===== src/rtl/muldiv_unit.sv =====
// Sequential RV32M multiply/divide unit: one bit per cycle, fixed latency for every op.
// The start edge is N and DONE is the cycle after edge N+33. The last CALC step applies the sign.
module muldiv_unit (
  input  logic        clk,
  input  logic        rst,
  input  logic        start,
  input  logic [2:0]  funct3,
  input  logic [31:0] rs1_data,
  input  logic [31:0] rs2_data,
  input  logic [4:0]  rd_addr,
  output logic        busy,
  output logic        done,
  output logic        wr_ena,
  output logic [4:0]  wr_addr,
  output logic [31:0] wr_data
);

  typedef enum logic [1:0] {IDLE, CALC, DONE} state_t;

  state_t      state_q;
  logic [5:0]  cnt_q;
  logic [2:0]  op_q;
  logic [4:0]  rd_q;
  logic        neg_q;
  logic        div0_q;
  logic [31:0] hi_q;
  logic [31:0] lo_q;
  logic [31:0] mcand_q;

  logic        sgn_a, sgn_b, neg_d;
  logic [31:0] mag_a, mag_b;
  logic [32:0] mul_sum;
  logic [32:0] div_sh, div_diff;
  logic [31:0] hi_d, lo_d;
  logic [63:0] prod_s;
  logic [31:0] div_val, div_s, result_d;

  // Capture-time operand conditioning: magnitudes of signed operands and the final result sign.
  always_comb begin
    sgn_a = 1'b0;
    sgn_b = 1'b0;
    case (funct3)
      3'b001:         begin sgn_a = rs1_data[31]; sgn_b = rs2_data[31]; end
      3'b010:         sgn_a = rs1_data[31];
      3'b100, 3'b110: begin sgn_a = rs1_data[31]; sgn_b = rs2_data[31]; end
      default:        ;
    endcase
    mag_a = sgn_a ? (~rs1_data + 32'd1) : rs1_data;
    mag_b = sgn_b ? (~rs2_data + 32'd1) : rs2_data;
    // A remainder takes the dividend's sign. Every other result takes the XOR of both signs.
    neg_d = (funct3[2] && funct3[1]) ? sgn_a : (sgn_a ^ sgn_b);
  end

  // A multiply holds the 64-bit product in {hi,lo}. A divide keeps the remainder in hi and the quotient in lo.
  always_comb begin
    mul_sum  = {1'b0, hi_q} + (lo_q[0] ? {1'b0, mcand_q} : 33'd0);
    div_sh   = {hi_q, lo_q[31]};
    div_diff = div_sh - {1'b0, mcand_q};
    if (op_q[2]) begin
      if (!div_diff[32]) begin
        hi_d = div_diff[31:0];
        lo_d = {lo_q[30:0], 1'b1};
      end else begin
        hi_d = div_sh[31:0];
        lo_d = {lo_q[30:0], 1'b0};
      end
    end else begin
      hi_d = mul_sum[32:1];
      lo_d = {mul_sum[0], lo_q[31:1]};
    end
  end

  always_comb begin
    prod_s  = neg_q ? (~{hi_q, lo_q} + 64'd1) : {hi_q, lo_q};
    div_val = op_q[1] ? hi_q : lo_q;
    div_s   = neg_q ? (~div_val + 32'd1) : div_val;
    if (op_q[2]) begin
      // A remainder from a zero divisor is the dividend. That result needs no special case.
      result_d = (div0_q && !op_q[1]) ? 32'hFFFF_FFFF : div_s;
    end else begin
      result_d = (op_q == 3'b000) ? prod_s[31:0] : prod_s[63:32];
    end
  end

  always_ff @(posedge clk or posedge rst) begin
    if (rst) begin
      state_q <= IDLE;
      cnt_q   <= 6'd0;
      op_q    <= 3'd0;
      rd_q    <= 5'd0;
      neg_q   <= 1'b0;
      div0_q  <= 1'b0;
      hi_q    <= 32'd0;
      lo_q    <= 32'd0;
      mcand_q <= 32'd0;
      busy    <= 1'b0;
      done    <= 1'b0;
      wr_ena  <= 1'b0;
      wr_addr <= 5'd0;
      wr_data <= 32'd0;
    end else begin
      case (state_q)
        IDLE: begin
          done   <= 1'b0;
          wr_ena <= 1'b0;
          if (start) begin
            state_q <= CALC;
            cnt_q   <= 6'd0;
            op_q    <= funct3;
            rd_q    <= rd_addr;
            neg_q   <= neg_d;
            div0_q  <= (rs2_data == 32'd0);
            hi_q    <= 32'd0;
            lo_q    <= mag_a;
            mcand_q <= mag_b;
            busy    <= 1'b1;
          end
        end
        CALC: begin
          if (cnt_q == 6'd32) begin
            state_q <= DONE;
            done    <= 1'b1;
            wr_ena  <= (rd_q != 5'd0);
            wr_addr <= rd_q;
            wr_data <= result_d;
          end else begin
            hi_q  <= hi_d;
            lo_q  <= lo_d;
            cnt_q <= cnt_q + 6'd1;
          end
        end
        DONE: begin
          state_q <= IDLE;
          busy    <= 1'b0;
          done    <= 1'b0;
          wr_ena  <= 1'b0;
        end
        default: state_q <= IDLE;
      endcase
    end
  end

endmodule


===== config.mk =====
export PLATFORM = sky130hd
export DESIGN_NAME = muldiv_unit
export DESIGN_NICKNAME = d
export VERILOG_FILES = /design/src/rtl/muldiv_unit.sv
export SDC_FILE = /design/constraint.sdc
export NUM_CORES = 1
export LEC_CHECK = 0
export ABC_AREA = 0
export BUFFER_PORTS_ARGS = -buffer_cell sky130_fd_sc_hd__buf_2
export CORE_MARGIN = 2
export CORE_UTILIZATION = 45
export DETAILED_ROUTE_END_ITERATION = 10
export GPL_TIMING_DRIVEN = 0
export PLACE_DENSITY = 0.64
export SKIP_CTS_REPAIR_TIMING = 1
export SYNTH_ARGS = -nofsm -noshare
export SYNTH_HDL_FRONTEND = slang
export SYNTH_SLANG_ARGS = --single-unit
export TNS_END_PERCENT = 10

===== constraint.sdc =====
create_clock -name clk -period 5.1 [get_ports clk]
set_clock_uncertainty 0.2 [all_clocks]
set_input_delay 0.51 -clock clk [delete_from_list [all_inputs] [get_ports clk]]
set_output_delay 0.51 -clock clk [all_outputs]
set_load 0.01 [all_outputs]

==> run summary, run 1 <==
Worst vdd ir: 344 uV
Reg clk slew, reported paths: 70 ps
N_diodes: 0
Achievable Freq: 204 MHz
#FFs+latches synth: 154
FF-to-FF End: wr_data[26]$_DFFE_PP0P_
Area leader, netlist: dfrtp_1
Yosys top cell area share: 26.1%
Hold Crit Class: input pin to flip-flop
Initial core utilization: 45.6%
R2R depth: 16
Final #Nets: 2,214
Worst rel slew slack: 15.9%
DP HPWL: 43.1 mm
Most used DFF post-synth: dfrtp_1
Routed wire per std cell: 22.1 um
Async SR Flop Fraction: 100%
Status: finished, final reports clean
Root Buffer: clkbuf_16
R2r setup slk: 190 ps
Clock tree buffer depth: 2
Critical path class: flip-flop to flip-flop
RSZ-0062 raised after global routing: false
# rows: 66
Core box area: 32,500 um2
DR vias/cell: 6.09
Layout area overhead: 11.8%
Max-slew violations: 0
CP Cell Sequence: buf_2 -> buf_2 -> buf_2 -> buf_2 -> buf_6 -> mux2i_1 -> ha_1 -> o221ai_1 -> nor3_2 -> nand3_1 -> nor2_1 -> nand4b_1 -> o21ai_1 -> xor2_1 -> nor3_1 -> a311oi_1
Final period utilization: 96.3%
Arr. time, crit path: 5050 ps
Fraction of layout cells with a size suffix above 1: 10.7%
Tightest Pin Transition: 1260 ps
CP endpoint kind: flip-flop
Lkg Pwr: 7.15 nW
RR Startpoint: op_q[1]$_DFFE_PP0P_
Fin. Hold Viols: 0
Grt ovf: 0
Die Wd: 185 um
Max_cap viols: 0
Max incr delay on CP: 420 ps
Leading cell types in the layout, fill and taps excluded: 266 x nand2_1, 218 x o21ai_0, 154 x dfrtp_1
Worst setup path startpoint: op_q[1]$_DFFE_PP0P_
Slowest stage cell, crit path: nor3_2
Utilization after layout: 50.9%
Cell mode on critical path: buf_2
Post-synthesis instance total: 1,933
Die Span Y: 185 um
Synth cell types: 88
First-pass GRT wire length: 85.9 mm
Mapped cell area: 14,800 um2
Num CTS Buffers: 17
H-tree Lvls: 4
First DRT Iteration DRCs: 1,457
Max FO, Critical Path: 19
Io pins: 115
Area contributors post-synth: dfrtp_1 26%, o21ai_0 7.4%, nand2_1 6.8%, xor2_1 6.2%, ha_1 5.9%
GRT Overall Usage: 33.1%
DRT antenna net count: 0
IO buf count: 114
Largest net degree at the start of global routing: 89
Critical Path RT: 5240 ps
Most common cell after layout, fill and taps aside: nand2_1
Pwr Density: 831 nW/um2
Setup crit start kind: flip-flop
Minimum hold slack: 39.1 ps
EDFF count, synth: 0
Worst-Skew Late Latency: 460 ps
Setup TNS: 0 ps
PnR Total Power: 13.7 mW
Vias in the first global route: 14,500
TritonCTS clock tree: done
# setup viols final: 0
Register area share after synthesis: 26.1%
TritonRoute pass-1 iters: 6
Die area: 34,300 um2
Worst setup path end: wr_data[26]$_DFFE_PP0P_
Synth Area per Inst: 7.65 um2
Tmin final: 4910 ps
Syn nets: 2,080
CTS sink cnt: 154
Initial antenna violation count: 1
DRC: 0
Synth warnings: 0
Via count of the routed design: 15,400
Gp weighted congestion: 1.01
Post-Route WL: 55.8 mm
## cell usage after synthesis, types with 4 or more instances
master / n
or2_2: 7
or4_1: 12
xnor2_1: 99
o21ai_1: 11
a21oi_1: 141
o41ai_1: 11
mux2i_1: 74
a21o_1: 31
a31oi_1: 19
xor2_1: 104
ha_1: 70
o221ai_1: 9
o41ai_2: 5
buf_1: 7
and3_1: 12
a22oi_1: 16
a31o_2: 4
o21a_1: 6
a221o_1: 4
nand2_1: 266
and2_1: 6
o211a_1: 4
nand3_1: 28
a211oi_1: 14
nand4_1: 10
nor3_1: 44
a22o_1: 4
o22ai_1: 22
o21bai_1: 7
dfrtp_1: 154
nor2_1: 153
clkbuf_1: 98
nor2b_1: 10
or3_1: 15
inv_1: 60
o211ai_1: 11
buf_2: 20
nor3b_1: 8
o21ai_0: 218
nand2b_1: 23
nor3_2: 4
o31ai_1: 29
nor4_1: 11
## area by class of cell
cell class	instances	area, um2
sequential	154	3850
multi-input combinational	1589	10200
inverter	61	236
tap	442	553
clock inverter	13	109
fill	3261	15900
buffer	128	531
clock buffer	19	453
timing repair buffer	116	608
## metal layers
metal	routed length, um	GRT usage [%]
met1	24000	43.7
met2	25400	53.1
met3	3660	4.33
met4	2800	16.6
met5	45	0
## metrics by stage
stage	setup slack, ps	instances	cell area, um2
final	191	2522	16500
after global placement	-1840	2489	15900
after detailed placement	-390	2490	15900
after global routing	23.0	2522	16500
after floorplan	240	1933	14800
after CTS	-429	2522	16500
## worst min-delay path by stage
stage	slack [ps]	start	endpoint	depth (start not counted)
detailed placement	260	wr_addr[0]$_DFFE_PP0P_	wr_addr[0]$_DFFE_PP0P_	2
finish	40	rd_addr[2]	rd_q[2]$_DFFE_PP0P_	3
floorplan	240	state_q[1]$_DFFE_PP0P_	busy$_DFFE_PP0P_	1
global route	40	rd_addr[1]	rd_q[1]$_DFFE_PP0P_	3
global placement	260	wr_data[18]$_DFFE_PP0P_	wr_data[18]$_DFFE_PP0P_	2
CTS	-40	rst	mcand_q[2]$_DFFE_PP0P_	2
## worst max-delay path, delay by kind of cell (launching register included)
kind / cells / cell delay, ps
flip-flops: 1 / 320
multiplexers: 1 / 290
buffers and inverters: 5 / 1540
XOR/XNOR: 1 / 160
AO/OA/AOI/OAI: 3 / 760
adder cells (fa/ha/maj): 1 / 240
AND/OR/NAND/NOR: 5 / 1260
## power breakdown
part           switching, mW  leakage (nW)  internal [mW]
clock network          0.601         0.269          0.660
logic                   6.27          4.96           3.76
registers              0.647          1.92           1.80
## cell families (layout without fill, tap and decap cells)
| family | Yosys count | count (layout) | synth area share (%) |
|---|---|---|---|
| AND/OR/NAND/NOR | 634 | 634 | 20.1 |
| AO/OA/AOI/OAI | 604 | 604 | 25.4 |
| XOR/XNOR | 203 | 203 | 12.0 |
| buffers and inverters | 190 | 337 | 5.12 |
| flip-flops | 154 | 154 | 26.1 |
| multiplexers | 76 | 76 | 5.16 |
| adder cells (fa/ha/maj) | 72 | 72 | 6.19 |
## registers in the layout, summed over array words and instances (netlist names)
name	cells
hi_q	32
lo_q	32
mcand_q	32
wr_data	32
cnt_q	6
rd_q	5
wr_addr	5
op_q	3
state_q	2
busy	1
div0_q	1
done	1
neg_q	1
wr_ena	1
Note: power is estimated with default switching activity, not from simulation.
==> inputs of run 2 (changes only) <==
Settings changed: ABC_AREA 0 to 1, CORE_MARGIN 2 to 10, PLACE_DENSITY 0.64 to 0.63.
==> run 2 against run 1 <==
Area after synthesis up 23%. Final cell count up 56%. Clock-buffer cell count down 1. Setup slack better by 890 ps. Non-clock buffer count down 27. Highest routed layer is now met4. Sequential share of layout area down 4.1 points. Maximum frequency up 22%. Clock power up 7%. Critical path depth down 1. Critical path type unchanged. Global-route usage up 0.12 points. Sequential power up 25%.
==> run summary, run 2 <==
Critical path class: flip-flop to flip-flop
Initial antenna violation count: 1
Vias in the first global route: 20,600
Tightest Pin Transition: 986 ps
Reg clk slew, reported paths: 80 ps
TritonCTS clock tree: done
PnR Total Power: 17.1 mW
Worst rel slew slack: 34.2%
Slowest stage cell, crit path: o21ai_0
# setup viols final: 0
Area leader, netlist: nand2_1
Register area share after synthesis: 21.2%
DRT antenna net count: 0
Area contributors post-synth: nand2_1 23%, dfrtp_1 21%, nand3_1 9.4%, inv_1 9.0%, nor2_1 7.2%
Most used DFF post-synth: dfrtp_1
Lkg Pwr: 10.5 nW
Area of placed instances: 19,400 um2
CP Cell Sequence: buf_2 -> clkbuf_1 -> nand2_1 -> inv_1 -> ha_1 -> inv_1 -> fa_1 -> o21ai_0 -> a21oi_1 -> o21ai_0 -> nand2_1 -> nand3_1 -> nand3_1 -> nand3_1 -> nand2_1
Max incr delay on CP: 600 ps
Mux cell area share after synthesis: 0%
IO buf count: 114
Max_cap viols: 0
CP endpoint kind: flip-flop
First DRT Iteration DRCs: 3,198
Compound-Gate Fraction of Synth Area: 13.1%
#FFs+latches synth: 154
Async SR Flop Fraction: 100%
Synth warnings: 0
DP HPWL: 69.5 mm
N_diodes: 0
DRC: 0
Simple logic cell fraction of the synthesized area: 46.3%
Layout area overhead: 10.3%
Syn nets: 3,403
Num CTS Buffers: 17
Most instantiated library cell after synthesis: nand2_1
Synth cell types: 46
Max FO, Critical Path: 10
Core box area: 39,800 um2
Status: finished, final reports clean
Achievable Freq: 249 MHz
Synth Area per Inst: 5.59 um2
Largest net degree at the start of global routing: 97
Utilization after layout: 50.4%
Die Wd: 221 um
Die area: 48,900 um2
Post-Route WL: 85.0 mm
Io pins: 115
Root Buffer: clkbuf_16
Minimum hold slack: 2.19 ps
# rows: 73
First-pass GRT wire length: 126 mm
Die Span Y: 221 um
Pwr Density: 853 nW/um2
DR vias/cell: 5.75
Clock tree buffer depth: 2
GRT Overall Usage: 33.2%
Yosys top cell area share: 23.4%
H-tree Lvls: 4
CTS sink cnt: 154
RSZ-0062 raised after global routing: false
Worst vdd ir: 398 uV
Critical Path RT: 5300 ps
Buf/Inv on CP: 4
Mapped cell area: 18,200 um2
Leading cell types in the layout, fill and taps excluded: 1,134 x nand2_1, 435 x inv_1, 347 x nor2_1
Synth cell count leaders: 1,134 x nand2_1, 436 x inv_1, 347 x nor2_1
Crit-path leading delay family: compound AO/OA/AOI/OAI gates
Fin. Hold Viols: 0
Post-synthesis instance total: 3,256
Final period utilization: 78.9%
TritonRoute pass-1 iters: 6
Setup crit start kind: flip-flop
Most common cell after layout, fill and taps aside: nand2_1
Gp weighted congestion: 1.12
Tmin final: 4020 ps
Hold Crit Class: input pin to flip-flop
Routed wire per std cell: 21.6 um
Synth Area in XOR/XNOR: 2.46%
Main combinational cell family by area after synthesis: simple AND/OR/NAND/NOR gates
Arr. time, crit path: 4220 ps
Adder-cell share of the synthesized area: 5.04%
Fraction of layout cells with a size suffix above 1: 7.29%
Max-slew violations: 0
Initial core utilization: 45.7%
Final #Nets: 3,538
Setup TNS: 0 ps
EDFF count, synth: 0
Via count of the routed design: 22,600
Worst-Skew Late Latency: 500 ps
Final instance area: 20,100 um2
Grt ovf: 0
-- run 2: changes by cell type after synthesis, sizes merged, moves of 26 or more --
| cell | before | now |
|---|---|---|
| nand4 | 10 | 48 |
| nand2 | 267 | 1152 |
| nor2 | 155 | 372 |
| o31ai | 30 | 4 |
| clkbuf | 98 | 59 |
| xnor2 | 99 | 13 |
| xor2 | 104 | 38 |
| nand3 | 30 | 347 |
| a21o | 31 | 5 |
| inv | 60 | 446 |
| mux2i | 74 | 0 |
-- run 2: area by class of cell --
class	instances	area [um2]
multi-input combinational	2552	12200
timing repair buffer	116	608
inverter	449	1700
clock inverter	14	176
clock buffer	18	429
buffer	101	483
fill	4416	19800
tap	525	657
sequential	154	3850
-- run 2: final timing paths --
path,startpoint,end,slack (ps),depth (start not counted)
worst max-delay path,lo_q[0]$_DFFE_PP0P_,hi_q[29]$_DFFE_PP0P_,1080,15
max in group asynchronous,rst,lo_q[4]$_DFFE_PP0P_,3310,4
worst max register to register,lo_q[0]$_DFFE_PP0P_,hi_q[29]$_DFFE_PP0P_,1080,15
min in group asynchronous,rst,hi_q[7]$_DFFE_PP0P_,450,3
worst min register to register,wr_data[29]$_DFFE_PP0P_,wr_data[29]$_DFFE_PP0P_,270,2
worst min-delay path,rd_addr[1],rd_q[1]$_DFFE_PP0P_,2,3
-- run 2: cells by family (layout without fill, tap and decap cells) --
group,count (synthesis),in the layout
buffers and inverters,550,698
and+or+nand+nor,1989,1989
DFF,154,154
xor gates and xnor gates,51,51
adders and majority gates,72,72
AOI/OAI and AO/OA,440,440
-- run 2: power by group --
part	switching, mW	internal (mW)
Clock	0.651	0.699
Combinational	8.84	3.86
Sequential	1.20	1.85
Total	10.7	6.41
-- run 2: tightest hold or removal path, cell delays in order --
cell	delay, ps
buf_2	80
nand2_1	40
nand2_1	40
-- run 2: per-stage QoR --
step	setup slack [ps]	instances
2_1_floorplan	240	3256
5_1_grt	857	3929
3_5_place_dp	1180	3896
6_report	1080	3929
4_1_cts	1190	3928
3_3_place_gp	-1660	3895
-- run 2: layer usage --
metal  share of wire [%]  routed length [um]  global-route usage [%]  up-vias
met1                  43               36400                    46.1    10500
met3                  14               11600                    10.2      153
li1                    -                   -                       -    10700
met2                  40               34300                    47.5     1270
met5                   0                   0                       0        -
met4                 3.1                2670                    11.3        0
